**src/rtl/acumulador_com_sinal_pkg.sv**
```systemverilog
// Shared types and constant helpers for the signed block accumulator.
// Optional build macro: ACUMULADOR_SATURACAO_EN (clamp on overflow instead of wrap).
package acumulador_pkg;

    // Width of the incoming sample (the adder stage result).
    localparam int AMOSTRA_W = 8;

    // ACUM: absorbing samples; SAIDA: holding a block total for downstream.
    typedef enum logic {
        ACUM  = 1'b0,
        SAIDA = 1'b1
    } estado_t;

    // Bit pattern of the largest positive value of a w-bit signed number.
    function automatic logic [31:0] acc_max_bits(input int w);
        return (32'h1 << (w - 1)) - 32'h1;
    endfunction

    // Bit pattern of the most negative value of a w-bit signed number.
    function automatic logic [31:0] acc_min_bits(input int w);
        return 32'h1 << (w - 1);
    endfunction

    // Width of the sample counter for a block of len samples.
    function automatic int cnt_w(input int len);
        return $clog2(len + 1);
    endfunction

endpackage

```
**src/rtl/acumulador_com_sinal_if.sv**
```systemverilog
// Sample-in / block-total-out handshake bundle of the block accumulator.
// master: upstream sample source and downstream result consumer.
// slave : the accumulator itself.
interface acumulador_com_sinal_if
    import acumulador_pkg::*;
#(
    parameter int ACC_W = 12
);
    logic                        limpar;
    logic signed [AMOSTRA_W-1:0] entrada;
    logic                        entrada_valida;
    logic                        entrada_pronto;
    logic signed [ACC_W-1:0]     resultado;
    logic                        estouro;
    logic                        saida_valida;
    logic                        saida_pronto;

    modport master (
        output limpar, entrada, entrada_valida, saida_pronto,
        input  entrada_pronto, resultado, estouro, saida_valida
    );

    modport slave (
        input  limpar, entrada, entrada_valida, saida_pronto,
        output entrada_pronto, resultado, estouro, saida_valida
    );
endinterface

```
**src/rtl/acumulador_com_sinal_soma.sv**
```systemverilog
// soma_saturada: combinational acc + sign-extended sample with overflow flag.
// Build macro ACUMULADOR_SATURACAO_EN selects clamp-on-overflow; otherwise the
// sum wraps in two's complement. The overflow flag is identical in both builds.
module soma_saturada
    import acumulador_pkg::*;
#(
    parameter int ACC_W = 12
) (
    input  logic signed [ACC_W-1:0]     acc,
    input  logic signed [AMOSTRA_W-1:0] amostra,
    output logic signed [ACC_W-1:0]     soma,
    output logic                        estouro
);
    // One guard bit: the two MSBs disagree exactly when the ACC_W result overflowed.
    logic [ACC_W:0] soma_larga;

    assign soma_larga = {acc[ACC_W-1], acc}
                      + {{(ACC_W + 1 - AMOSTRA_W){amostra[AMOSTRA_W-1]}}, amostra};
    assign estouro    = soma_larga[ACC_W] ^ soma_larga[ACC_W-1];

`ifdef ACUMULADOR_SATURACAO_EN
    localparam logic [ACC_W-1:0] ACC_MAX = ACC_W'(acc_max_bits(ACC_W));
    localparam logic [ACC_W-1:0] ACC_MIN = ACC_W'(acc_min_bits(ACC_W));

    // Clamp toward the true sign of the sum, held in the guard bit.
    always_comb begin
        soma = soma_larga[ACC_W-1:0];
        if (estouro) begin
            soma = soma_larga[ACC_W] ? ACC_MIN : ACC_MAX;
        end
    end
`else
    assign soma = soma_larga[ACC_W-1:0];
`endif
endmodule

```
**src/rtl/acumulador_com_sinal.sv**
```systemverilog
// acumulador_com_sinal: sums BLOCK_LEN signed samples into an ACC_W-bit total,
// presented on a valid/ready output with a sticky per-block overflow flag.
// Build macro ACUMULADOR_SATURACAO_EN: saturate instead of wrap on overflow.
module acumulador_com_sinal
    import acumulador_pkg::*;
#(
    parameter int ACC_W     = 12,
    parameter int BLOCK_LEN = 8
) (
    input logic                   clk,
    input logic                   rst_n,
    acumulador_com_sinal_if.slave bus
);
    localparam int               CNT_W  = cnt_w(BLOCK_LEN);
    localparam logic [CNT_W-1:0] ULTIMO = CNT_W'(BLOCK_LEN - 1);

    estado_t                 estado, prox_estado;
    logic signed [ACC_W-1:0] acc;
    logic signed [ACC_W-1:0] soma;
    logic [CNT_W-1:0]        cnt;
    logic                    ovf;
    logic                    ovf_amostra;
    logic                    pronto;
    logic                    transferencia;
    logic                    fim_bloco;
    logic signed [ACC_W-1:0] resultado_q;
    logic                    estouro_q;

    soma_saturada #(.ACC_W(ACC_W)) u_soma (
        .acc     (acc),
        .amostra (bus.entrada),
        .soma    (soma),
        .estouro (ovf_amostra)
    );

    // Held low during reset so every output reads 0 while rst_n is asserted.
    assign pronto        = rst_n && (estado == ACUM);
    assign transferencia = bus.entrada_valida && pronto;
    assign fim_bloco     = transferencia && (cnt == ULTIMO);

    assign bus.entrada_pronto = pronto;
    assign bus.saida_valida   = (estado == SAIDA);
    assign bus.resultado      = resultado_q;
    assign bus.estouro        = estouro_q;

    // State register.
    always_ff @(posedge clk or negedge rst_n) begin
        // NOTE: non-blocking assignments so every register samples pre-edge values.
        if (!rst_n) estado <= ACUM;
        else        estado <= prox_estado;
    end

    // Next state: limpar forces ACUM; otherwise block end enters SAIDA, ready leaves it.
    always_comb begin
        // NOTE: default first so no path leaves prox_estado unassigned (no latch).
        prox_estado = estado;
        if (bus.limpar) begin
            prox_estado = ACUM;
        end else begin
            case (estado)
                ACUM:    if (fim_bloco)        prox_estado = SAIDA;
                SAIDA:   if (bus.saida_pronto) prox_estado = ACUM;
                default:                       prox_estado = ACUM;
            endcase
        end
    end

    // Accumulate accepted samples; latch total and overflow at block end.
    always_ff @(posedge clk or negedge rst_n) begin
        if (!rst_n) begin
            // NOTE: result registers are reset too, so resultado reads 0 before the first block.
            acc         <= '0;
            cnt         <= '0;
            ovf         <= 1'b0;
            resultado_q <= '0;
            estouro_q   <= 1'b0;
        end else if (bus.limpar) begin
            // Drops the block in progress (and any same-cycle sample); last result is kept.
            acc <= '0;
            cnt <= '0;
            ovf <= 1'b0;
        end else if (transferencia) begin
            if (fim_bloco) begin
                resultado_q <= soma;
                estouro_q   <= ovf | ovf_amostra;
                acc         <= '0;
                cnt         <= '0;
                ovf         <= 1'b0;
            end else begin
                acc <= soma;
                cnt <= cnt + CNT_W'(1);
                ovf <= ovf | ovf_amostra;
            end
        end
    end
endmodule

```
**src/flat_wrapper.sv**
```systemverilog
// flat-port wrapper written by rule: the top's interface ports become plain ports
module acumulador_com_sinal_flat import acumulador_pkg::*;
#(
    parameter int ACC_W     = 12,
    parameter int BLOCK_LEN = 8
)
  (clk, rst_n, bus_limpar, bus_entrada, bus_entrada_valida, bus_saida_pronto, bus_entrada_pronto, bus_resultado, bus_estouro, bus_saida_valida);
  acumulador_com_sinal_if #(.ACC_W(ACC_W)) bus_i ();
  input logic clk;
  input logic rst_n;
  input wire logic [$bits(bus_i.limpar)-1:0] bus_limpar;
  input wire logic [$bits(bus_i.entrada)-1:0] bus_entrada;
  input wire logic [$bits(bus_i.entrada_valida)-1:0] bus_entrada_valida;
  input wire logic [$bits(bus_i.saida_pronto)-1:0] bus_saida_pronto;
  output wire logic [$bits(bus_i.entrada_pronto)-1:0] bus_entrada_pronto;
  output wire logic [$bits(bus_i.resultado)-1:0] bus_resultado;
  output wire logic [$bits(bus_i.estouro)-1:0] bus_estouro;
  output wire logic [$bits(bus_i.saida_valida)-1:0] bus_saida_valida;
  assign bus_i.limpar = bus_limpar;
  assign bus_i.entrada = bus_entrada;
  assign bus_i.entrada_valida = bus_entrada_valida;
  assign bus_i.saida_pronto = bus_saida_pronto;
  assign bus_entrada_pronto = bus_i.entrada_pronto;
  assign bus_resultado = bus_i.resultado;
  assign bus_estouro = bus_i.estouro;
  assign bus_saida_valida = bus_i.saida_valida;
  acumulador_com_sinal #(.ACC_W(ACC_W), .BLOCK_LEN(BLOCK_LEN)) u_core (.clk(clk), .rst_n(rst_n), .bus(bus_i));
endmodule
```
**config.mk**
```make
export PLATFORM = sky130hd
export DESIGN_NAME = acumulador_com_sinal_flat
export DESIGN_NICKNAME = d
export VERILOG_FILES = /design/src/rtl/acumulador_com_sinal_pkg.sv /design/src/rtl/acumulador_com_sinal_if.sv /design/src/rtl/acumulador_com_sinal_soma.sv /design/src/rtl/acumulador_com_sinal.sv /design/src/flat_wrapper.sv
export SDC_FILE = /design/constraint.sdc
export NUM_CORES = 1
export LEC_CHECK = 0
export CORE_MARGIN = 2
export CORE_UTILIZATION = 40
export DETAILED_ROUTE_END_ITERATION = 12
export GPL_TIMING_DRIVEN = 0
export HOLD_SLACK_MARGIN = 0.06
export SLEW_MARGIN = 20
export SYNTH_ARGS = -nofsm -noshare
export SYNTH_HDL_FRONTEND = slang
export SYNTH_SLANG_ARGS = --single-unit
```
**constraint.sdc**
```tcl
create_clock -name clk -period 2 [get_ports clk]
set_input_delay 0.4 -clock clk [delete_from_list [all_inputs] [get_ports clk]]
set_output_delay 0.4 -clock clk [all_outputs]
set_load 0.1 [all_outputs]
```
==> results.cfg, run 1 <==
[logic_synthesis]
ys_top_cells_by_area = dfrtp_1, ha_1, nand2_1, o31ai_1, o21ai_0
post-synth-top-count-cell = dfrtp_1
yosys.area_share.simple_pct = 16.1
synth_mux_area_share_pct = 1.86
synth_top_area_share_pct = 42.8
synth_common_cells = dfrtp_1, nand2_1, ha_1, nor2_1, o21ai_0
synth-seq-area-share_pct = 42.8
synth-main-ff-cell = dfrtp_1
synth_compound_area_share_pct = 24.3
synth_nets = 215
ys_ff_latch = 31
yosys.area.top_type = dfrtp_1
syn_area_mm2 = 0.00181
netlist-cell-type-count = 44
synth_edf_count = 0
synth_top_family_by_area = compound AO/OA/AOI/OAI gates
yosysWarnings = 0
ys_async_sr_fraction_pct = 100
syn_area_per_cell_um2 = 9.65
synthAdderAreaFrac_pct = 10.1
synth-xor-area-share_pct = 2.41
postSynthCellCount = 188

[power]
power.leakage_nw = 1.23
vdd_drop_max_uv = 364
power-per-cell-area_mw_per_mm2 = 652

[global_routing]
grt_pass1_vias = 1624
grt_use_met2_pct = 30.2
grt_use_met1_pct = 27.3
grt-busiest-layer = met2
grt_max_degree = 20
gr-usage-all-layers_pct = 20.0
grt_remaining_overflow = 0
antenna_found_initial = 0
met3_usage_pct = 5.06
grt_pass1_wl_um = 7760

[hold_path]
hold_depth = 2
min_from = u_core.bus.resultado[6]
worstHoldPathType = reg2reg

[critical_path]
r2r-start = u_core.acc[0]
cp_max_fo = 3
cp-start-kind = flip-flop
crit_type = reg2reg
startpoint = u_core.acc[0]
critPathArrivalTime_ns = 2.27
endpoint_kind = flip-flop
required_ns = 2.19
r2r_cells = 9

[final_layout]
final_nets = 262
diodes = 0
fill_cells = 360
multi_input_comb_area_mm2 = 0.00122
drive_gt1_share_pct = 26.3
seq_area_um2 = 777
syn2layout_area_growth_pct = 42.4
fin_util_pct = 59.3

[floorplanning]
pin_count = 28
die_y_um = 71.3
die_area_mm2 = 0.00509
row_count = 24
core_mm2 = 0.00435
die_w_um = 71.3
start_util_pct = 41.7

[route]
wl_per_cell_um = 16.4
first_iter_violations = 82
drc = 0
ant_nets = 0
vias_per_cell = 5.76
first_pass_iters = 4
wirelength_um = 4730
vias = 1659

[sta]
hold_viol_final = 0
period_share_pct = 104
holdWs_ns = 0.474
layout_setup_ws_ns = -0.0824
clock.fmax_mhz = 480
finalClockSkew_ns = 0.00842
tightestPinTransition_ns = 0.970
slew_headroom_pct = 35.6
setup_viol = 6
rsz0062_at_grt = true
slew_viol_final = 0
period_needed_ns = 2.08

[flow_run]
cap_violations = 0

[clocking]
clkTransAtPathRegs_ns = 0.07
htreeDepth = 2
clock-sinks = 31
clk_path_buf_depth = 2
cts-buffers-inserted = 5
cts_tree = yes
root_buffer = clkbuf_8
clock_latency_ns = 0.30

[run_status]
status = finished with violations
violations = negative setup slack

[placed_design]
pre_cts_slack_ns = -0.687
dp_hpwl_um = 3220
globalplace.congestion = 0.904
io_buffers = 26
==> cell usage in the layout, fill, tap and decap left out, types with 3 or more instances in the layout <==
cell	count
nand2_1	25
nor3_2	3
o21a_1	3
xnor2_1	3
dlygate4sd2_1	21
nor2_1	11
a21o_1	6
clkbuf_1	4
a21oi_1	7
nor3_1	4
a22o_1	5
dfrtp_1	30
ha_1	4
ha_4	8
o21ai_0	8
clkbuf_8	7
o31ai_1	8
inv_1	6
buf_4	11
==> flip-flops by register name, summed over array words and instances (netlist names) <==
signal and cells:
u_core.bus.estouro 1, u_core.acc 12, u_core.cnt 4, u_core.ovf 1, u_core.bus.saida_valida 1, u_core.bus.resultado 12
==> where the power goes <==
part / internal, W / switching (W) / total (W)
Clock: 0.000314 / 0.000246 / 0.000560
Combinational: 0.000187 / 0.000261 / 0.000448
Sequential: 0.000655 / 0.0000221 / 0.000677
==> worst paths after layout <==
path / to / slack, ns
max: u_core.bus.resultado[8] / -0.08
min: u_core.bus.resultado[6] / 0.47
max reg2reg: u_core.bus.resultado[8] / -0.08
min reg2reg: u_core.bus.resultado[6] / 0.47
max in group asynchronous: u_core.bus.saida_valida / 0.50
min in group asynchronous: u_core.bus.resultado[1] / 0.65
==> cells by family after synthesis <==
family                   after synthesis
AND/OR/NAND/NOR                       62
flip-flops                            31
adder cells (fa/ha/maj)               14
buffers and inverters                 12
AO/OA/AOI/OAI                         61
multiplexers                           3
XOR/XNOR                               5
==> layout make-up <==
| type | count | share of cell area, % |
|---|---|---|
| Inverter | 7 | 1.02 |
| Tap cell | 52 | 2.52 |
| Sequential cell | 31 | 30.1 |
| Multi-Input combinational cell | 145 | 47.1 |
| Clock buffer | 8 | 3.87 |
| Timing Repair Buffer | 41 | 14.7 |
| Buffer | 4 | 0.726 |
==> layer usage <==
metal | vias up | part of all wire [%]
met5 | - | 0
li1 | 794 | -
met2 | 56 | 45
met4 | 0 | 2.2
met1 | 798 | 48
met3 | 11 | 5.1
==> worst max-delay path: stages, from the launching register on <==
cell	delay, ns
dfrtp_1	0.39
ha_4	0.17
inv_2	0.04
fa_2	0.34
nand2b_4	0.18
a211oi_4	0.27
buf_4	0.16
nor3_2	0.04
xnor2_1	0.13
mux2_4	0.26
==> repair_timing <==
action,CTS,global route
hold buffers,2,0
endpoints found under the hold margin,12,0
setup buffers,6,6
pin swaps,14,8
endpoints found under the setup margin,38,17
gates resized for setup,46,8
==> through the flow <==
stage	power, W	std cells	cell area, um^2	setup TNS, ns
2_1_floorplan	0.000961	188	1930	0
3_3_place_gp	0.00106	266	2250	-48.70
3_5_place_dp	0.00108	267	2270	-12.77
4_1_cts	0.00167	283	2520	-0.601
5_1_grt	0.00177	288	2580	-1.33
6_report	0.00168	288	2580	-0.401
No activity file was read; power rests on OpenSTA's default activity.
==> run 2: changes to the inputs <==
--- a/config.mk
+++ b/config.mk
@@ -5,6 +5,7 @@
 export SDC_FILE = /design/constraint.sdc
 export NUM_CORES = 1
 export LEC_CHECK = 0
+export ABC_CLOCK_PERIOD_IN_PS = 2000
 export CORE_MARGIN = 2
 export CORE_UTILIZATION = 40
 export DETAILED_ROUTE_END_ITERATION = 12
==> results of run 2 <==
No change in the layout: final DEF, timing and power equal those of run 1.
